[src/rtl/rock_motor_drive.sv]
// Cradle-motor drive: turns latched amplitude/frequency codes into a ramped PWM rocking envelope.
// Optional ROCK_SOFTSTOP_EN: dropping enable finishes the current half-swing instead of stopping at once.
module rock_motor_drive #(
  parameter int TICK_DIV   = 48000,
  parameter int STEPS      = 16,
  parameter int DEAD_TICKS = 50,
  parameter int PWM_BITS   = 8
) (
  input  logic                clk,
  input  logic                reset,
  input  logic                enable,
  input  logic [2:0]          amp,
  input  logic [2:0]          freq,
  output logic                pwm,
  output logic                dir,
  output logic                half_done,
  output logic                running,
  output logic [PWM_BITS-1:0] duty
);
  localparam int PW = (TICK_DIV > 1) ? $clog2(TICK_DIV) : 1;
  localparam int SW = $clog2(STEPS);
  localparam int LW = SW + 1;
  localparam int TW = $clog2(DEAD_TICKS + 8);
  localparam int MW = SW + 1 + PWM_BITS;

  typedef enum logic [1:0] {IDLE, RAMP_UP, RAMP_DOWN, PAUSE} state_t;
  state_t state, state_nxt;

  logic [PW-1:0]       pre_cnt;
  logic [TW-1:0]       tick_cnt;
  logic [LW-1:0]       lvl;
  logic [2:0]          al;
  logic [2:0]          fl;
  logic [PWM_BITS-1:0] pwm_cnt;
  logic [MW-1:0]       prod;
  logic [PWM_BITS-1:0] duty_next;
  logic                tick;
  logic                step;
  logic                dead_done;
  logic                go;
  logic                ramping;
  logic                hard_stop;
  logic                soft_stop;

`ifdef ROCK_SOFTSTOP_EN
  assign hard_stop = 1'b0;
  assign soft_stop = !enable;
`else
  assign hard_stop = !enable;
  assign soft_stop = 1'b0;
`endif

  assign go        = enable && (amp != 3'd0) && (freq != 3'd0);
  assign tick      = (state != IDLE) && (pre_cnt == PW'(TICK_DIV - 1));
  assign step      = tick && ramping && (tick_cnt == TW'(3'd7 - fl));
  assign dead_done = tick && (state == PAUSE) && (tick_cnt == TW'(DEAD_TICKS - 1));

  // Envelope: lvl * (Al*32) / STEPS, sized so the full-scale product never overflows.
  assign prod      = MW'(lvl) * MW'({al, 5'b00000});
  assign duty_next = PWM_BITS'(prod >> SW);

  always_ff @(posedge clk or negedge reset) begin
    if (!reset) state <= IDLE;
    else        state <= state_nxt;
  end

  always_comb begin
    state_nxt = state;
    case (state)
      IDLE: begin
        if (go) state_nxt = RAMP_UP;
      end
      RAMP_UP: begin
        if (hard_stop)                              state_nxt = IDLE;
        else if (soft_stop)                         state_nxt = RAMP_DOWN;
        else if (step && lvl == LW'(STEPS - 1))     state_nxt = RAMP_DOWN;
      end
      RAMP_DOWN: begin
        if (hard_stop)                              state_nxt = IDLE;
        else if (step && lvl <= LW'(1))             state_nxt = PAUSE;
      end
      PAUSE: begin
        // A completed dead time wins over a same-clk enable drop: the swing is already finished.
        if (dead_done)                              state_nxt = go ? RAMP_UP : IDLE;
        else if (hard_stop)                         state_nxt = IDLE;
      end
      default: state_nxt = IDLE;
    endcase
  end

  always_comb begin
    running = (state != IDLE);
    ramping = (state == RAMP_UP) || (state == RAMP_DOWN);
  end

  always_ff @(posedge clk or negedge reset) begin
    if (!reset) begin
      pre_cnt   <= '0;
      tick_cnt  <= '0;
      lvl       <= '0;
      al        <= '0;
      fl        <= '0;
      dir       <= 1'b0;
      half_done <= 1'b0;
    end else begin
      if (state == IDLE || state_nxt == IDLE || tick) pre_cnt <= '0;
      else                                            pre_cnt <= pre_cnt + PW'(1);

      // Tick phase is kept across a soft-stop turnaround so step spacing stays uniform.
      if (state == IDLE || state_nxt == IDLE || step || dead_done) tick_cnt <= '0;
      else if (tick)                                               tick_cnt <= tick_cnt + TW'(1);

      if (state_nxt == IDLE)                               lvl <= '0;
      else if (step && state == RAMP_UP && !soft_stop)     lvl <= lvl + LW'(1);
      else if (step && state == RAMP_DOWN && lvl != '0)    lvl <= lvl - LW'(1);

      if (state_nxt == RAMP_UP && state != RAMP_UP) begin
        al <= amp;
        fl <= freq;
      end

      if (dead_done) dir <= ~dir;
      half_done <= dead_done;
    end
  end

  // Duty only changes at the PWM wrap so every period is a clean, complete pulse.
  always_ff @(posedge clk or negedge reset) begin
    if (!reset) begin
      pwm_cnt <= '0;
      duty    <= '0;
      pwm     <= 1'b0;
    end else begin
      pwm_cnt <= pwm_cnt + PWM_BITS'(1);
      if (pwm_cnt == '1) duty <= duty_next;
      pwm <= ramping && (pwm_cnt < duty);
    end
  end

endmodule

[config.mk]
export PLATFORM = sky130hd
export DESIGN_NAME = rock_motor_drive
export DESIGN_NICKNAME = d
export VERILOG_FILES = /design/src/rtl/rock_motor_drive.sv
export SDC_FILE = /design/constraint.sdc
export NUM_CORES = 1
export LEC_CHECK = 0
export ABC_AREA = 1
export CORE_MARGIN = 1
export CORE_UTILIZATION = 57
export DETAILED_ROUTE_END_ITERATION = 10
export GPL_TIMING_DRIVEN = 1
export PLACE_DENSITY = 0.77
export SLEW_MARGIN = 20
export SYNTH_ARGS = -nofsm -noshare
export SYNTH_HDL_FRONTEND = slang
export SYNTH_SLANG_ARGS = --single-unit
[constraint.sdc]
create_clock -name clk -period 4.25 [get_ports clk]
set_input_delay 1.275 -clock clk [delete_from_list [all_inputs] [get_ports clk]]
set_output_delay 1.275 -clock clk [all_outputs]
set_load 0.03 [all_outputs]
Word level (Yosys, flattened, before mapping)

Index checks and enable logic that the tools add are counted.
Widths: inputs -> output; s select.

Logic and storage cells: 73
Input port bits: 9
Output and inout bits: 12
Register bits after elaboration: 53

Reductions and logical operators: 27
Add/sub/neg operators: 6
Muxes and demuxes: 15
Bitwise gates (word level): 1
Equal/unequal tests: 10
$lt $le $gt $ge: 2
Multiply operators: 1

Operators with widths:

| cell                  | number |
|---|---|
| $add 16x1->16 const B | 1 |
| $eq 16x16->1 const B  | 1 |
| $mux 16               | 1 |
| $mux 5                | 3 |
| $logic_and 1x1->1     | 14 |
| $mux 2                | 7 |
| $mux 6                | 2 |
| $reduce_bool 3->1     | 3 |
| $add 8x1->8 const B   | 1 |
| $eq 8x8->1 const B    | 1 |
| $lt 8x8->1            | 1 |
| $pmux 2 s4            | 1 |
| $mul 5x3->7           | 1 |
| $add 6x1->6 const B   | 1 |
| $eq 6x6->1            | 1 |
| $eq 6x6->1 const B    | 1 |
| $add 5x1->5 const B   | 1 |
| $eq 5x4->1 const B    | 1 |
| $le 5x1->1 const B    | 1 |
| $logic_or 1x1->1      | 5 |
| $reduce_bool 5->1     | 1 |
| $sub 5x1->5 const B   | 1 |
| $eq 2x1->1 const B    | 2 |
| $eq 2x2->1 const B    | 2 |
| other kinds (6)       | 8 |

Depth between registers and ports, before layout

Gate-level depths: netlist (run 1).

Depth in word-level cells: 13
Gate-level depth with buffers: 16
Gate-level depth less buffers: 15

Worst setup path before layout (run 1)

Ideal clock, no wire load.

Path kind: input to register
From: input port amp[1]
To: register pre_cnt[12]
Data arrival time: 2.290 ns
Path slack: 1.836 ns
Path buffers: 1
Required time: 4.126 ns
Setup time: 0.124 ns
Stages: 11
Path through: nor2_1 > nand2_1 > nand3_1 > nand4_1 > nand3_2 > nand2_2 > nor2_2 > a21oi_4 > nand2_4 > buf_12 > nor2_4

Word-level cells in the longest chain between the ends: 10
Elaborated cells on any way between the ends: 11
Classes of those cells: mux (5); reduce/logical (6)

RTL lines:

| item                               | line | source |
|---|---|---|
| start: declaration                 | 12   | `input logic [2:0] amp,` |
| $reduce_bool 3->1 (*)              | 53   | `assign go = enable && (amp != 3'd0) && (freq != 3'd0);` |
| $logic_and 1x1->1 (*) (2 in a row) | 53   |  |
| $mux 1                             | 84   | `if (dead_done) state_nxt = go ? RAMP_UP : IDLE;` |
| $mux 2                             | 84   |  |
| $pmux 2 s4 (*)                     | 69   | `case (state)` |
| $logic_not 2->1 (*)                | 106  | `if (state == IDLE \|\| state_nxt == IDLE \|\| tick) pre_cnt <= '0;` |
| $logic_or 1x1->1 (*) (2 in a row)  | 106  |  |
| $mux 16 (*)                        | 106  |  |
| end signal: assignment             | 107  | `else pre_cnt <= pre_cnt + PW'(1);` |
| end: declaration                   | 29   | `logic [PW-1:0] pre_cnt;` |

Mark *: on every way between the ends. The rest lies on a longest branch, timed or not.
A chain may end at the register's enable or synchronous reset.

Worst setup path in the final report (run 1)

From: register state[0]
To: output port running

Word-level cells in the longest chain between the ends: 1

RTL lines:

| item                     | line | source |
|---|---|---|
| start: declaration       | 27   | `state_t state, state_nxt;` |
| start signal: assignment | 64   | `else state <= state_nxt;` |
| $reduce_bool 2->1        | 92   | `running = (state != IDLE);` |
| end: declaration         | 17   | `output logic running,` |

No other way between the ends.

==> flow_summary.yaml, run 1 <==
status:
  outcome: "complete, no violations"
floorplan:
  core_um2: 5680
  num_rows: 27
  die_area_um2: 6360
  die_w_um: 79.8
  fp.dieH_um: 79.8
  initial_utilization: 0.607
  pin_count: 21
cells_and_area:
  final_core_utilization: 0.669
  multi_input_area_um2: 1810
  num_antenna_cells: 0
  fill_cells: 487
  design_area_um2: 3800
  layout.nets: 492
  register_area_um2: 1330
  area_delta_synth_final_pct: 10.1
  drive_above_1_share: 0.0945
clocking:
  clk_pin_slew_ps: 110
  clock_path_buffers: 2
  clkSinkCount: 53
  cts_tree: "yes"
  hold_buffers: 0
  cts_buffers: 5
  cts_resized: 0
  cts_root_buffer: "clkbuf_8"
  cts_htree_levels: 2
  insertion_delay_ps: 310
  cts_setup_buffers: 0
timing:
  tns_ps: 0
  hold_viol_final: 0
  finalCriticalPeriod_ps: 3240
  final_max_slew_viol_count: 0
  skew_ps: 12.0
  slew_headroom: 0.507
  setup_viol: 0
  fmax_ghz: 0.309
  setup_ws_ps: 1010
  rsz0062_at_grt: "false"
  worst_pin_slew_ps: 734
  fin_crit_sh: 0.761
drt:
  drt_iter0_drc: 149
  viasPerCell: 5.13
  wirelength_mm: 6.66
  drc_errors: 0
  vias: 2705
  first_pass_iters: 4
  antenna_left: 0
  routedWlPerCell_um: 12.6
yosys:
  ys_async_sr_fraction: 1.00
  synth_top_family_by_area: "simple AND/OR/NAND/NOR gates"
  synthMuxAreaShare: 0
  synthTopCellsByCount: "nand2_1, inv_1, dfrtp_1"
  yosys_warnings: 0
  synthCells: 429
  ys_seq_area_frac: 0.385
  synth_ff_type: "dfrtp_1"
  syn_nets: 467
  yosysTopAreaCell: "dfrtp_1"
  post-synth-top-count-cell: "nand2_1"
  synth_area_leaders: "dfrtp_1, nand2_1, ha_1"
  synth_top_area_share: 0.385
  avgSynthCellArea_um2: 8.04
  synth_edf_count: 0
  synth-compound-area-share: 0.0657
  yosys.area_share.simple: 0.284
  syn_area_um2: 3450
  ys_types: 29
  synth-xor-area-share: 0.0610
  synthAdderAreaFrac: 0.114
  ys_ff_latch: 53
pwr:
  vdd_drop_max_uv: 309
  leakagePower_nw: 1.88
  power_mw: 1.25
  power.density_nw_per_um2: 330
hold_path:
  hp-class: "reg2reg"
worst_setup_path:
  path_max_fanout: 6
  arrival_ps: 1960
  crit_type: "reg2out"
  crit_path_start_kind: "register"
  crit_required_ps: 2970
  endpoint_kind: "output pin"
global_route:
  grt_util_all_layers: 0.228
  antenna_found_initial: 0
  grt_pass1_wl_mm: 11.1
  grt-ovfl-total: 0
  grt_pass1_vias: 2618
  grt_max_degree: 29
placed_design:
  place_hpwl_mm: 5.16
  place_area_um2: 3700
  place_congestion: 0.848
  pre_cts_ws_ps: 1080
  numPortBuffers: 19
job:
  maxCapViolCount: 0
-- worst max-delay path, cell delays in order (launching register included) --
cell             delay (ps)
dfrtp_1                 420
inv_1                   120
ha_1                    320
inv_2                   120
clkdlybuf4s50_1         680
-- final cells by class --
class	count	share of cell area
Multi-Input combinational cell	299	0.477
Sequential cell	53	0.349
Inverter	75	0.0742
Timing Repair Buffer	20	0.0508
Tap cell	72	0.0237
Clock buffer	5	0.0181
Clock inverter	3	0.00659
-- placed cells by master, fill, tap and decap left out, types with 6 or more instances in the layout --
cell	count
ha_1	25
nor2_4	12
nor2_1	43
a21oi_1	13
dfrtp_1	53
o21ai_0	18
xor2_1	16
nand3_1	23
nor3_1	7
inv_1	70
xnor2_1	8
nand2_2	6
nand2_1	100
nand4_1	7
clkdlybuf4s50_1	18
-- worst paths after layout --
path                                   endpoint  slack [ps]  cells after the start            startpoint
max                                     running        1010                      4    state[0]$_DFF_PN0_
min                        pwm_cnt[0]$_DFF_PN0_         460                      1  pwm_cnt[0]$_DFF_PN0_
max reg2reg                pre_cnt[5]$_DFF_PN0_        1660                     14    state[0]$_DFF_PN0_
min reg2reg                pwm_cnt[0]$_DFF_PN0_         460                      1  pwm_cnt[0]$_DFF_PN0_
max in group asynchronous  pre_cnt[8]$_DFF_PN0_        2540                      2                 reset
min in group asynchronous   duty[2]$_DFFE_PN0N_         950                      1                 reset
-- flip-flops by register name, summed over array words and instances (netlist names), 2 cells and up --
name and flops:
fl 3, tick_cnt 6, duty 7, pwm_cnt 8
al 3, pre_cnt 16, lvl 5, state 2
-- cells by family after synthesis --
kind of cell,count (synthesis)
buf+inv,77
compound gates,39
fa+ha+maj,29
simple gates,206
flops,53
xor+xnor,24
other cells,1
-- routing by layer --
layer | track usage | part of all wire | vias up
met3 | 0.0309 | 0.018 | 5
met5 | 0 | 0 | -
met1 | 0.268 | 0.45 | 1293
met2 | 0.425 | 0.52 | 26
li1 | - | - | 1381
met4 | 0.0696 | 0.0086 | 0
-- stage by stage --
stage	std cells	hold WS (ps)
2_1_floorplan	429	422
3_3_place_gp	519	440
3_5_place_dp	519	444
4_1_cts	527	459
5_1_grt	527	498
6_report	527	460
-- report_power, final --
group / switching (mW) / leakage (nW) / internal (mW)
Combinational: 0.262 / 1.12 / 0.110
Clock: 0.172 / 0.0447 / 0.119
Sequential: 0.0462 / 0.711 / 0.545
(Power assumes the default switching activity.)
==> run 2, diff against run 1 <==
--- a/config.mk
+++ b/config.mk
@@ -7,10 +7,10 @@
 export LEC_CHECK = 0
 export ABC_AREA = 1
 export CORE_MARGIN = 1
-export CORE_UTILIZATION = 57
+export CORE_UTILIZATION = 54
 export DETAILED_ROUTE_END_ITERATION = 10
 export GPL_TIMING_DRIVEN = 1
-export PLACE_DENSITY = 0.77
+export PLACE_DENSITY = 0.76
 export SLEW_MARGIN = 20
 export SYNTH_ARGS = -nofsm -noshare
 export SYNTH_HDL_FRONTEND = slang
==> constraint.sdc (replaced) <==
create_clock -name clk -period 2.7 [get_ports clk]
set_input_delay 0.81 -clock clk [delete_from_list [all_inputs] [get_ports clk]]
set_output_delay 0.81 -clock clk [all_outputs]
set_load 0.03 [all_outputs]
==> run 2 against run 1 <==
  * Cell area is 1.2% higher
  * Via count is 0.81% higher
  * Critical path depth is 10 higher
  * Sequential cell count stayed put
  * Critical path type is now reg2reg
==> flow_summary.yaml, run 2 (same netlist as run 1, synthesis figures left out) <==
status:
  outcome: "complete, no violations"
drt:
  viasPerCell: 5.12
  first_pass_iters: 4
  wirelength_mm: 6.33
  drt_iter0_drc: 121
  antenna_left: 0
  vias: 2727
  drc_errors: 0
  routedWlPerCell_um: 11.9
timing:
  slew_headroom: 0.593
  tns_ps: 0
  rsz0062_at_grt: "false"
  final_max_slew_viol_count: 0
  fin_crit_sh: 0.893
  setup_viol: 0
  fmax_ghz: 0.415
  hold_viol_final: 0
  skew_ps: 7.68
  worst_pin_slew_ps: 611
  finalCriticalPeriod_ps: 2410
placed_design:
  numPortBuffers: 19
  place_area_um2: 3740
  place_congestion: 0.866
  place_hpwl_mm: 4.94
clocking:
  clock_path_buffers: 2
  clk_pin_slew_ps: 90
  cts_htree_levels: 2
  cts_buffers: 5
  insertion_delay_ps: 300
  clkSinkCount: 53
  hold_buffers: 0
  cts_root_buffer: "clkbuf_8"
  cts_tree: "yes"
pwr:
  power_mw: 1.98
  internal_power_mw: 1.24
  clkPwrFrac: 0.218
  leakagePower_nw: 1.91
  vdd_drop_max_uv: 519
  power.switching_mw: 0.746
  netSwitchingFraction: 0.376
  pwr-share-comb: 0.313
  power.density_nw_per_um2: 516
  seqPwrFrac: 0.469
hold_path:
  hp-class: "reg2reg"
  min_to: "pwm_cnt[0]$_DFF_PN0_"
  holdPathStages: 1
  hold_start: "pwm_cnt[0]$_DFF_PN0_"
global_route:
  grt_pass1_wl_mm: 11.3
  grt-ovfl-total: 0
  antenna_found_initial: 0
  grt_util_all_layers: 0.218
  grt_max_degree: 29
  grt_pass1_vias: 2625
floorplan:
  die_area_um2: 6710
  num_rows: 28
  pin_count: 21
  core_um2: 6030
  fp.dieH_um: 81.9
  initial_utilization: 0.572
  die_w_um: 81.9
job:
  maxCapViolCount: 0
worst_setup_path:
  arrival_ps: 2610
  reg2reg_slack_ps: 290
  r2r-start: "state[0]$_DFF_PN0_"
  endpoint_kind: "register"
  crit_required_ps: 2900
  crit_path_start_kind: "register"
  r2r_cells: 14
  path_max_fanout: 8
  crit_type: "reg2reg"
  r2r-end: "lvl[2]$_DFFE_PN0P_"
cells_and_area:
  fill_cells: 509
  final_common_cell: "nand2_1"
  num_antenna_cells: 0
  design_area_um2: 3840
  regMostFlops: "pre_cnt"
  drive_above_1_share: 0.100
  reg.largest.list: "pre_cnt x16, pwm_cnt x8, duty x7"
  layout.cells.most_common_list: "nand2_1, inv_1, dfrtp_1"
  area_delta_synth_final_pct: 11.5
  layout.nets: 495
  largest_register_ffs: 16
run 2: area by class of cell:
class	instances	area, um2	area share
Timing Repair Buffer	23	230	0.0599
Clock inverter	2	10.0	0.00261
Tap cell	75	93.8	0.0244
Clock buffer	6	72.6	0.0189
Inverter	75	282	0.0733
Multi-Input combinational cell	299	1830	0.476
Sequential cell	53	1330	0.345
run 2: worst max-delay path: stages (launching register included):
cell and delay (ps):
dfrtp_1 430, inv_1 120, ha_1 370, nand2_1 70, nor2_1 100, nand2_1 90, nor2_4 140, nand2_1 80
inv_2 70, nand2_1 160, nand2_1 190, o21ai_0 110, a21oi_1 170, xor2_1 170, nor2_1 50
run 2: timing repair:
action                                  CTS  global route
resized for setup                         0             4
buffers inserted                          0             0
endpoints found under the setup margin    0            30
run 2: power by group through the flow:
stage               clock network, mW  logic (mW)  registers (mW)
floorplan                           0       0.486           0.924
global placement                    0       0.596           0.942
detailed placement                  0       0.605           0.944
CTS                             0.457       0.608           0.929
global route                    0.492       0.696           0.941
finish                          0.432       0.621           0.930
run 2: per-stage QoR:
stage          utilization  cells  setup WS [ps]  hold slack (ps)
6_report             0.638    533            288              458
4_1_cts              0.635    533           27.1              463
3_3_place_gp         0.621    525            186              439
5_1_grt              0.638    533           47.3              486
2_1_floorplan            -    429            585              422
3_5_place_dp         0.621    525           86.9              449
run 2: worst max-delay path by stage:
stage                        from                   end  slack, ps  cells past startpoint
2_1_floorplan  lvl[0]$_DFFE_PN0P_   duty[7]$_DFFE_PN0N_        580                      9
3_3_place_gp               amp[1]  pre_cnt[2]$_DFF_PN0_        190                     11
3_5_place_dp               amp[1]  pre_cnt[7]$_DFF_PN0_         90                     11
4_1_cts        state[0]$_DFF_PN0_               running         30                      4
5_1_grt        state[0]$_DFF_PN0_    lvl[2]$_DFFE_PN0P_         50                     14
6_report       state[0]$_DFF_PN0_    lvl[2]$_DFFE_PN0P_        290                     14
run 2: routing by layer:
layer | up-vias | part of all wire | global-route usage
met1 | 1284 | 0.45 | 0.259
met5 | - | 0 | 0
met4 | 0 | 0.010 | 0.0526
li1 | 1389 | - | -
met3 | 6 | 0.036 | 0.0367
met2 | 48 | 0.50 | 0.402
==> run 3, diff against run 2 <==
--- a/config.mk
+++ b/config.mk
@@ -8,6 +8,7 @@
 export ABC_AREA = 1
 export CORE_MARGIN = 1
 export CORE_UTILIZATION = 54
+export CTS_CLUSTER_DIAMETER = 30
 export DETAILED_ROUTE_END_ITERATION = 10
 export GPL_TIMING_DRIVEN = 1
 export PLACE_DENSITY = 0.76
==> results of run 3 <==
No change in the layout: final DEF, timing and power equal those of run 2.
